File: config.mk
export PLATFORM = sky130hd
export DESIGN_NAME = cmd_gate_controller
export DESIGN_NICKNAME = d
export VERILOG_FILES = /design/src/rtl/cmd_gate_pkg.sv /design/src/rtl/cmd_classify.sv /design/src/rtl/cmd_gate_controller.sv
export SDC_FILE = /design/constraint.sdc
export NUM_CORES = 1
export LEC_CHECK = 0
export CAP_MARGIN = 20
export CORE_ASPECT_RATIO = 2
export CORE_MARGIN = 3
export CORE_UTILIZATION = 50
export CTS_CLUSTER_SIZE = 8
export DETAILED_ROUTE_END_ITERATION = 10
export DONT_BUFFER_PORTS = 1
export PLACE_DENSITY = 0.69
export SYNTH_ARGS = -nofsm -noshare
export SYNTH_HDL_FRONTEND = slang
export SYNTH_SLANG_ARGS = --single-unit
File: constraint.sdc
create_clock -name CLK -period 7.93 [get_ports CLK]
set_input_delay 1.1895 -clock CLK [delete_from_list [all_inputs] [get_ports CLK]]
set_output_delay 1.1895 -clock CLK [all_outputs]
set_load 0.03 [all_outputs]
File: src/rtl/cmd_gate_pkg.sv
// -----------------------------------------------------------------------------
// cmd_gate_pkg
//   Shared types and helpers for the command-gated count-enable controller.
//   - cmd_class_e  : classification of one received command word
//   - gate_state_e : controller FSM state (also driven out on STATE)
//   - popcnt_width : width needed to hold a popcount of a w-bit word
// -----------------------------------------------------------------------------
package cmd_gate_pkg;

    // Classification of a command word by its number of set bits.
    typedef enum logic [1:0] {
        CLS_STOP    = 2'd0,
        CLS_START   = 2'd1,
        CLS_INVALID = 2'd2
    } cmd_class_e;

    // Controller state; the encoding is visible on the STATE output.
    typedef enum logic [1:0] {
        ST_IDLE     = 2'd0,
        ST_COUNTING = 2'd1,
        ST_DONE     = 2'd2
    } gate_state_e;

    // Width of the confirmation counter; large enough for CONFIRM_N up to 15.
    localparam int CONF_CNT_W = 4;

    // A popcount of a w-bit word ranges over 0..w, so it needs clog2(w+1) bits.
    function automatic int popcnt_width(input int w);
        return $clog2(w + 1);
    endfunction

endpackage

File: src/rtl/cmd_classify.sv
// -----------------------------------------------------------------------------
// cmd_classify
//   Purely combinational classifier for one command word. Counts the set bits
//   and compares against the tolerance thresholds:
//     ones >= CMD_W-TOL -> CLS_START
//     ones <= TOL       -> CLS_STOP
//     otherwise         -> CLS_INVALID
//   Since 2*TOL < CMD_W the two ranges never overlap.
//
// Parameters: CMD_W (word width), TOL (bit errors tolerated)
// Ports:
//   command  in  CMD_W  word to classify
//   cls      out 2      resulting class
// -----------------------------------------------------------------------------
module cmd_classify
    import cmd_gate_pkg::*;
#(
    parameter int CMD_W = 16,
    parameter int TOL   = 4
) (
    input  logic [CMD_W-1:0] command,
    output cmd_class_e       cls
);

    localparam int PW = popcnt_width(CMD_W);

    // Thresholds held at the full popcount width so no compare is truncated.
    localparam logic [PW-1:0] START_TH = PW'(CMD_W - TOL);
    localparam logic [PW-1:0] STOP_TH  = PW'(TOL);

    logic [PW-1:0] ones;

    always_comb begin
        ones = '0;
        for (int i = 0; i < CMD_W; i++) begin
            ones = ones + PW'(command[i]);
        end
    end

    always_comb begin
        cls = CLS_INVALID;
        if (ones >= START_TH) begin
            cls = CLS_START;
        end else if (ones <= STOP_TH) begin
            cls = CLS_STOP;
        end
    end

endmodule

File: src/rtl/cmd_gate_controller.sv
// -----------------------------------------------------------------------------
// cmd_gate_controller
//   Count-enable controller driven by command words from an SPI receiver.
//   Each valid word is classified (START / STOP / INVALID) by popcount with a
//   bit-error tolerance, registered (stage 1), then confirmed against the
//   previously stored class (stage 2). Once CONFIRM_N consecutive agreeing
//   words arrive, the FSM acts on the same edge as the confirmation.
//   A nonzero GATE_LEN, latched on entry to COUNTING, makes the gate timed:
//   START_COUNT stays high for exactly GATE_LEN cycles and GATE_DONE pulses
//   as it falls.
//
// Optional feature (macro CMD_GATE_ERRCNT_EN): adds ERR_COUNT, a saturating
//   count of INVALID words cleared only by reset.
//
// Ports:
//   CLK          in   1         clock, rising edge
//   RST_N        in   1         asynchronous active-low reset
//   COMMAND      in   CMD_W     command word
//   CMD_VALID    in   1         one-cycle strobe per word
//   GATE_LEN     in   GATE_W    gate length in cycles, 0 = untimed
//   START_COUNT  out  1         photon counter enable
//   GATE_DONE    out  1         pulse when a timed gate expires
//   CMD_ERROR    out  1         pulse per INVALID word
//   STATE        out  2         FSM state (00 IDLE, 01 COUNTING, 10 DONE)
//   ERR_COUNT    out  ERRCNT_W  INVALID-word count (only with the macro)
// -----------------------------------------------------------------------------
module cmd_gate_controller
    import cmd_gate_pkg::*;
#(
    parameter int CMD_W     = 16,
    parameter int TOL       = 4,
    parameter int CONFIRM_N = 1,
    parameter int GATE_W    = 24
`ifdef CMD_GATE_ERRCNT_EN
    ,
    parameter int ERRCNT_W  = 8
`endif
) (
    input  logic              CLK,
    input  logic              RST_N,
    input  logic [CMD_W-1:0]  COMMAND,
    input  logic              CMD_VALID,
    input  logic [GATE_W-1:0] GATE_LEN,
    output logic              START_COUNT,
    output logic              GATE_DONE,
    output logic              CMD_ERROR,
    output logic [1:0]        STATE
`ifdef CMD_GATE_ERRCNT_EN
    ,
    output logic [ERRCNT_W-1:0] ERR_COUNT
`endif
);

    localparam logic [CONF_CNT_W-1:0] CONF_MAX = CONF_CNT_W'(CONFIRM_N);

    // ------------------------------------------------------------------
    // Stage 1: classify and register
    // ------------------------------------------------------------------
    cmd_class_e cls_comb;
    cmd_class_e cls_q, cls_d;
    logic       cls_vld_q, cls_vld_d;

    cmd_classify #(
        .CMD_W (CMD_W),
        .TOL   (TOL)
    ) u_classify (
        .command (COMMAND),
        .cls     (cls_comb)
    );

    always_comb begin
        cls_vld_d = CMD_VALID;
        cls_d     = CMD_VALID ? cls_comb : cls_q;
    end

    // ------------------------------------------------------------------
    // Stage 2: confirmation
    // ------------------------------------------------------------------
    logic [CONF_CNT_W-1:0] cnt_q, cnt_d;
    cmd_class_e            stored_cls_q, stored_cls_d;
    logic                  stored_vld_q, stored_vld_d;
    logic                  cmd_error_q, cmd_error_d;
    logic                  confirm_start;
    logic                  confirm_stop;

    gate_state_e           state_q, state_d;

    always_comb begin
        cnt_d         = cnt_q;
        stored_cls_d  = stored_cls_q;
        stored_vld_d  = stored_vld_q;
        cmd_error_d   = 1'b0;
        confirm_start = 1'b0;
        confirm_stop  = 1'b0;

        if (cls_vld_q) begin
            if (cls_q == CLS_INVALID) begin
                // An invalid word breaks any run in progress.
                cnt_d        = '0;
                stored_vld_d = 1'b0;
                cmd_error_d  = 1'b1;
            end else begin
                if (stored_vld_q && (stored_cls_q == cls_q)) begin
                    if (cnt_q != CONF_MAX) begin
                        cnt_d = cnt_q + CONF_CNT_W'(1);
                    end
                end else begin
                    cnt_d        = CONF_CNT_W'(1);
                    stored_cls_d = cls_q;
                    stored_vld_d = 1'b1;
                end
                // Once saturated, every further agreeing word is confirmed.
                if (cnt_d == CONF_MAX) begin
                    confirm_start = (cls_q == CLS_START);
                    confirm_stop  = (cls_q == CLS_STOP);
                end
            end
        end

        // A START confirmed while the FSM sits in DONE is discarded, and the
        // run that produced it must start over.
        if ((state_q == ST_DONE) && confirm_start) begin
            cnt_d = '0;
        end
    end

    // ------------------------------------------------------------------
    // Gate FSM
    // ------------------------------------------------------------------
    logic [GATE_W-1:0] gate_cnt_q, gate_cnt_d;
    logic              start_count_q, start_count_d;
    logic              gate_done_q, gate_done_d;

    always_comb begin
        state_d       = state_q;
        start_count_d = start_count_q;
        gate_done_d   = 1'b0;
        gate_cnt_d    = gate_cnt_q;

        case (state_q)
            ST_IDLE: begin
                if (confirm_start) begin
                    state_d       = ST_COUNTING;
                    start_count_d = 1'b1;
                    gate_cnt_d    = GATE_LEN;
                end
            end
            ST_COUNTING: begin
                // STOP is checked first so it beats a simultaneous expiry.
                if (confirm_stop) begin
                    state_d       = ST_IDLE;
                    start_count_d = 1'b0;
                    gate_cnt_d    = '0;
                end else if (gate_cnt_q != '0) begin
                    // A latched length of 0 never enters this branch, which
                    // is what makes the gate untimed.
                    gate_cnt_d = gate_cnt_q - GATE_W'(1);
                    if (gate_cnt_q == GATE_W'(1)) begin
                        state_d       = ST_DONE;
                        start_count_d = 1'b0;
                        gate_done_d   = 1'b1;
                    end
                end
            end
            ST_DONE: begin
                state_d       = ST_IDLE;
                start_count_d = 1'b0;
            end
            default: begin
                state_d       = ST_IDLE;
                start_count_d = 1'b0;
                gate_cnt_d    = '0;
            end
        endcase
    end

    // ------------------------------------------------------------------
    // State registers
    // ------------------------------------------------------------------
    always_ff @(posedge CLK or negedge RST_N) begin
        if (!RST_N) begin
            cls_q         <= CLS_STOP;
            cls_vld_q     <= 1'b0;
            cnt_q         <= '0;
            stored_cls_q  <= CLS_STOP;
            stored_vld_q  <= 1'b0;
            cmd_error_q   <= 1'b0;
            state_q       <= ST_IDLE;
            start_count_q <= 1'b0;
            gate_done_q   <= 1'b0;
            gate_cnt_q    <= '0;
        end else begin
            cls_q         <= cls_d;
            cls_vld_q     <= cls_vld_d;
            cnt_q         <= cnt_d;
            stored_cls_q  <= stored_cls_d;
            stored_vld_q  <= stored_vld_d;
            cmd_error_q   <= cmd_error_d;
            state_q       <= state_d;
            start_count_q <= start_count_d;
            gate_done_q   <= gate_done_d;
            gate_cnt_q    <= gate_cnt_d;
        end
    end

    assign START_COUNT = start_count_q;
    assign GATE_DONE   = gate_done_q;
    assign CMD_ERROR   = cmd_error_q;
    assign STATE       = state_q;

    // ------------------------------------------------------------------
    // Optional saturating error counter
    // ------------------------------------------------------------------
`ifdef CMD_GATE_ERRCNT_EN
    logic [ERRCNT_W-1:0] err_cnt_q, err_cnt_d;

    // Counts alongside the CMD_ERROR pulse it mirrors.
    always_comb begin
        err_cnt_d = err_cnt_q;
        if (cmd_error_d && (err_cnt_q != '1)) begin
            err_cnt_d = err_cnt_q + ERRCNT_W'(1);
        end
    end

    always_ff @(posedge CLK or negedge RST_N) begin
        if (!RST_N) begin
            err_cnt_q <= '0;
        end else begin
            err_cnt_q <= err_cnt_d;
        end
    end

    assign ERR_COUNT = err_cnt_q;
`endif

endmodule
==> flow_metrics.tcl <==
set metrics [dict create \
    tns_ns 0 \
    crit_type "in -> reg" \
    timing.reg2reg.worst_path_depth 5 \
    synthSimpleGateAreaFrac_pct 19.0 \
    cts_tree "built" \
    synth.cell_area_um2 2780 \
    finalHoldViolations 0 \
    crit_path_required_time_ns 8.09 \
    tightestPinTransition_ns 0.714 \
    synth_seq_area_share_pct 34.2 \
    worst_slew_margin_rel_pct 52.4 \
    clock-skew-final_ns 0.0171 \
    path_cells "ha_1 > inv_1 > fa_1 > fa_1 > fa_1 > fa_1 > fa_1 > inv_1 > fa_1 > inv_1 > a21oi_1 > mux2i_1 > o22ai_1" \
    h-tree-depth 2 \
    synth_xor_area_share_pct 4.10 \
    reg2reg_from "gate_cnt_q[6]" \
    grt-ovfl-total 0 \
    crit_cells 13 \
    insertion_delay_ns 0.30 \
    boundaryPins 48 \
    syn-instance-count 313 \
    grt_first_pass_wirelength_um 10900 \
    tritoncts_num_sinks 38 \
    max_freq_mhz 224 \
    drive_gt1_share_pct 6.73 \
    floorplan.initialDensity_pct 52.6 \
    global_route.usage.total_pct 21.2 \
    synthArstFlopShare_pct 100 \
    grt_setup_unrepaired "no" \
    fin_crit_sh_pct 56.4 \
    post_cts.resized_instances 0 \
    synth_seq_cells 38 \
    power.static_leakage_uw 0.00128 \
    ctsHoldBuffers 0 \
    synth_adder_area_share_pct 11.3 \
    endpoint "cls_q[1]" \
    hp-class "reg -> reg" \
    synth_area_per_cell_um2 8.87 \
    worst_ep_arrival_time_ns 4.63 \
    port_buffers 0 \
    via_per_inst 6.22 \
    totalWireLength_um 6500 \
    synth.net_count 375 \
    final_max_slew_viol_count 0 \
    synth_compound_area_share_pct 23.6 \
    die_width_um 58.7 \
    ys_types 45 \
    timing.critical_path.buf_inv 3 \
    num_vias 2300 \
    synthesis_to_finish_area_growth_pct 4.42 \
    final-instance-count-excl-fill 370 \
    power.total_uw 1190 \
    diodes 0 \
    synth_top_family_by_area "compound AO/OA/AOI/OAI gates" \
    row_count 37 \
    avgRoutedWirePerCell_um 17.6 \
    layout.core_utilization_pct 54.9 \
    core_region_area_um2 5280 \
    dpl.hpwl_um 4840 \
    worstSetupEndpointType "flip-flop" \
    crit_slowest_cell "fa_1" \
    post-route-min-period_ns 4.47 \
    chipHeight_um 111 \
    timing.final.setup_violations 0 \
    drcViolationCount 0 \
    reg2reg_slack_ns 4.99 \
    initial_antenna_violation_count 0 \
    crit_start "COMMAND[0]" \
    worstSetupStartpointType "input pin" \
    cp_common_cell "fa_1" \
    clk_transition_reported_paths_ns 0.09 \
    synth.area.mux_share_pct 0.766 \
    grt_pass1_vias 2384 \
    finish.net_count 373 \
    place.detailed.instances 362 \
    detail_route.first_pass.iterations 4 \
    status "finished clean" \
    fp.dieArea_um2 6540 \
    post-cts-setup-buffer-count 0 \
    cap_viol_max_count 0 \
    critical_path.top_delay_family "adder cells" \
    synth_edf_count 0 \
    vdd_ir_drop_max_uv 264 \
    antenna_violating_nets_post_route 0 \
    gp_congestion 0.890 \
    critical_path.max_stage_delay_ns 0.54 \
    largest_net_degree_at_the_start_of_global_routing 39 \
    power-per-cell-area_nw_per_um2 409 \
    r2r-end "gate_cnt_q[13]" \
    cts_buffers 5 \
    worst-path-max-fanout 2 \
    clock_tree.root_cell "clkbuf_8" \
    clock_tree.buffer_depth 2 \
    synth.yosys.warnings 0 \
    drt_first_iter_violations 139 \
    ys.flop_type "dfrtp_1" \
]
-- worst min path at each step --
stage	slack, ns	start	to	cells after the start
5_1_grt	0.52	gate_cnt_q[21]	gate_cnt_q[21]	1
2_1_floorplan	0.45	gate_cnt_q[21]	gate_cnt_q[21]	1
3_3_place_gp	0.47	gate_cnt_q[21]	gate_cnt_q[21]	1
4_1_cts	0.49	gate_cnt_q[21]	gate_cnt_q[21]	1
6_report	0.49	gate_cnt_q[21]	gate_cnt_q[21]	1
3_5_place_dp	0.47	gate_cnt_q[21]	gate_cnt_q[21]	1
-- registers in the layout, summed over array words and instances, names as in the netlist --
register / count
gate_cnt_q: 24
cnt_q: 4
cls_q: 2
stored_cls_q: 2
CMD_ERROR: 1
GATE_DONE: 1
START_COUNT: 1
STATE: 1
cls_vld_q: 1
stored_vld_q: 1
-- per-layer routing --
| layer | GRT usage, % | wire length (um) | vias up |
|---|---|---|---|
| met2 | 39.4 | 3760 | 46 |
| li1 | - | - | 1106 |
| met1 | 22.7 | 2380 | 1139 |
| met3 | 4.41 | 243 | 9 |
| met4 | 7.26 | 114 | 0 |
| met5 | 0 | 0 | - |
-- per-stage QoR --
| step | area [um2] | setup WS [ns] | hold slack [ns] |
|---|---|---|---|
| after floorplan | 2780 | 3.30 | 0.448 |
| after global routing | 2900 | 3.25 | 0.520 |
| after detailed placement | 2810 | 3.13 | 0.473 |
| final | 2900 | 3.46 | 0.494 |
| after CTS | 2900 | 3.43 | 0.494 |
| after global placement | 2810 | 3.22 | 0.467 |
-- cell families (layout without fill, tap and decap cells) --
logic type               Yosys count  in the layout
buffers and inverters             46             45
AO/OA/AOI/OAI                     92             92
XOR/XNOR                          13             13
flip-flops                        38             38
multiplexers                       2              2
adder cells (fa/ha/maj)           19             19
AND/OR/NAND/NOR                  103            103
-- worst register-to-register path, delay by kind of cell, from the launching register on --
| kind | cells | cell delay [ns] |
|---|---|---|
| DFF | 1 | 0.45 |
| AOI/OAI and AO/OA | 2 | 0.84 |
| and+or+nand+nor | 3 | 1.59 |
-- synthesized netlist by cell type, drive strengths merged, types with 2 or more instances --
library cell	count	area share (%)
or4	5	1.6
fa	10	7.2
inv	34	4.6
o31a	3	0.95
nand2	27	3.7
nand3	9	1.6
nor3b	2	0.54
o31ai	10	2.7
o2bb2ai	7	2.2
nand2b	6	1.4
dfrtp	38	34
or3	7	1.8
ha	9	4.1
o21ai	26	4.8
nor2	19	2.6
clkbuf	8	1.1
a21o	2	0.54
xor2	3	0.95
nor4	5	1.4
a21oi	11	2.0
buf	4	1.4
nor3	15	2.7
o41ai	2	0.63
xnor2	10	3.2
or2	2	0.45
a22o	23	7.3
nor2b	4	0.90
-- area by class of cell --
type / instances / area [um2]
fillers: 507 / 2380
multi-input cells: 229 / 1630
flip-flops and latches: 38 / 951
inverters: 34 / 128
clock buffers: 7 / 86.3
well taps: 58 / 72.6
repair buffers: 3 / 22.5
clock inverters: 1 / 5.00
-- report_power, final --
part	internal, uW	switching (uW)	total, uW
Sequential	274	115	390
Combinational	288	365	653
Clock	70.3	73.8	144
-- cells in the final DEF, fill, tap and decap left out, types with 2 or more instances in the layout --
| cell type | synthesis | layout |
|---|---|---|
| a22o_1 | 23 | 23 |
| or4_1 | 3 | 3 |
| o41ai_1 | 2 | 2 |
| o31a_1 | 3 | 3 |
| buf_4 | 2 | 3 |
| nor3b_1 | 2 | 2 |
| nand3_1 | 9 | 9 |
| o21ai_2 | 1 | 2 |
| o2bb2ai_1 | 7 | 7 |
| nand2_1 | 27 | 27 |
| xnor2_1 | 10 | 10 |
| clkbuf_8 | 0 | 6 |
| nor4_1 | 4 | 4 |
| dfrtp_1 | 38 | 38 |
| ha_1 | 9 | 9 |
| inv_1 | 34 | 34 |
| fa_1 | 10 | 10 |
| or2_2 | 2 | 2 |
| a21oi_1 | 11 | 11 |
| nor3_1 | 15 | 15 |
| nor2_1 | 19 | 19 |
| a21o_1 | 2 | 2 |
| nor2b_1 | 4 | 4 |
| o21ai_0 | 24 | 24 |
| or4_4 | 2 | 2 |
| xor2_1 | 3 | 3 |
| nand2b_1 | 6 | 6 |
| or3_1 | 6 | 6 |
| o31ai_1 | 10 | 10 |
Power figures use the tool's default switching activity.
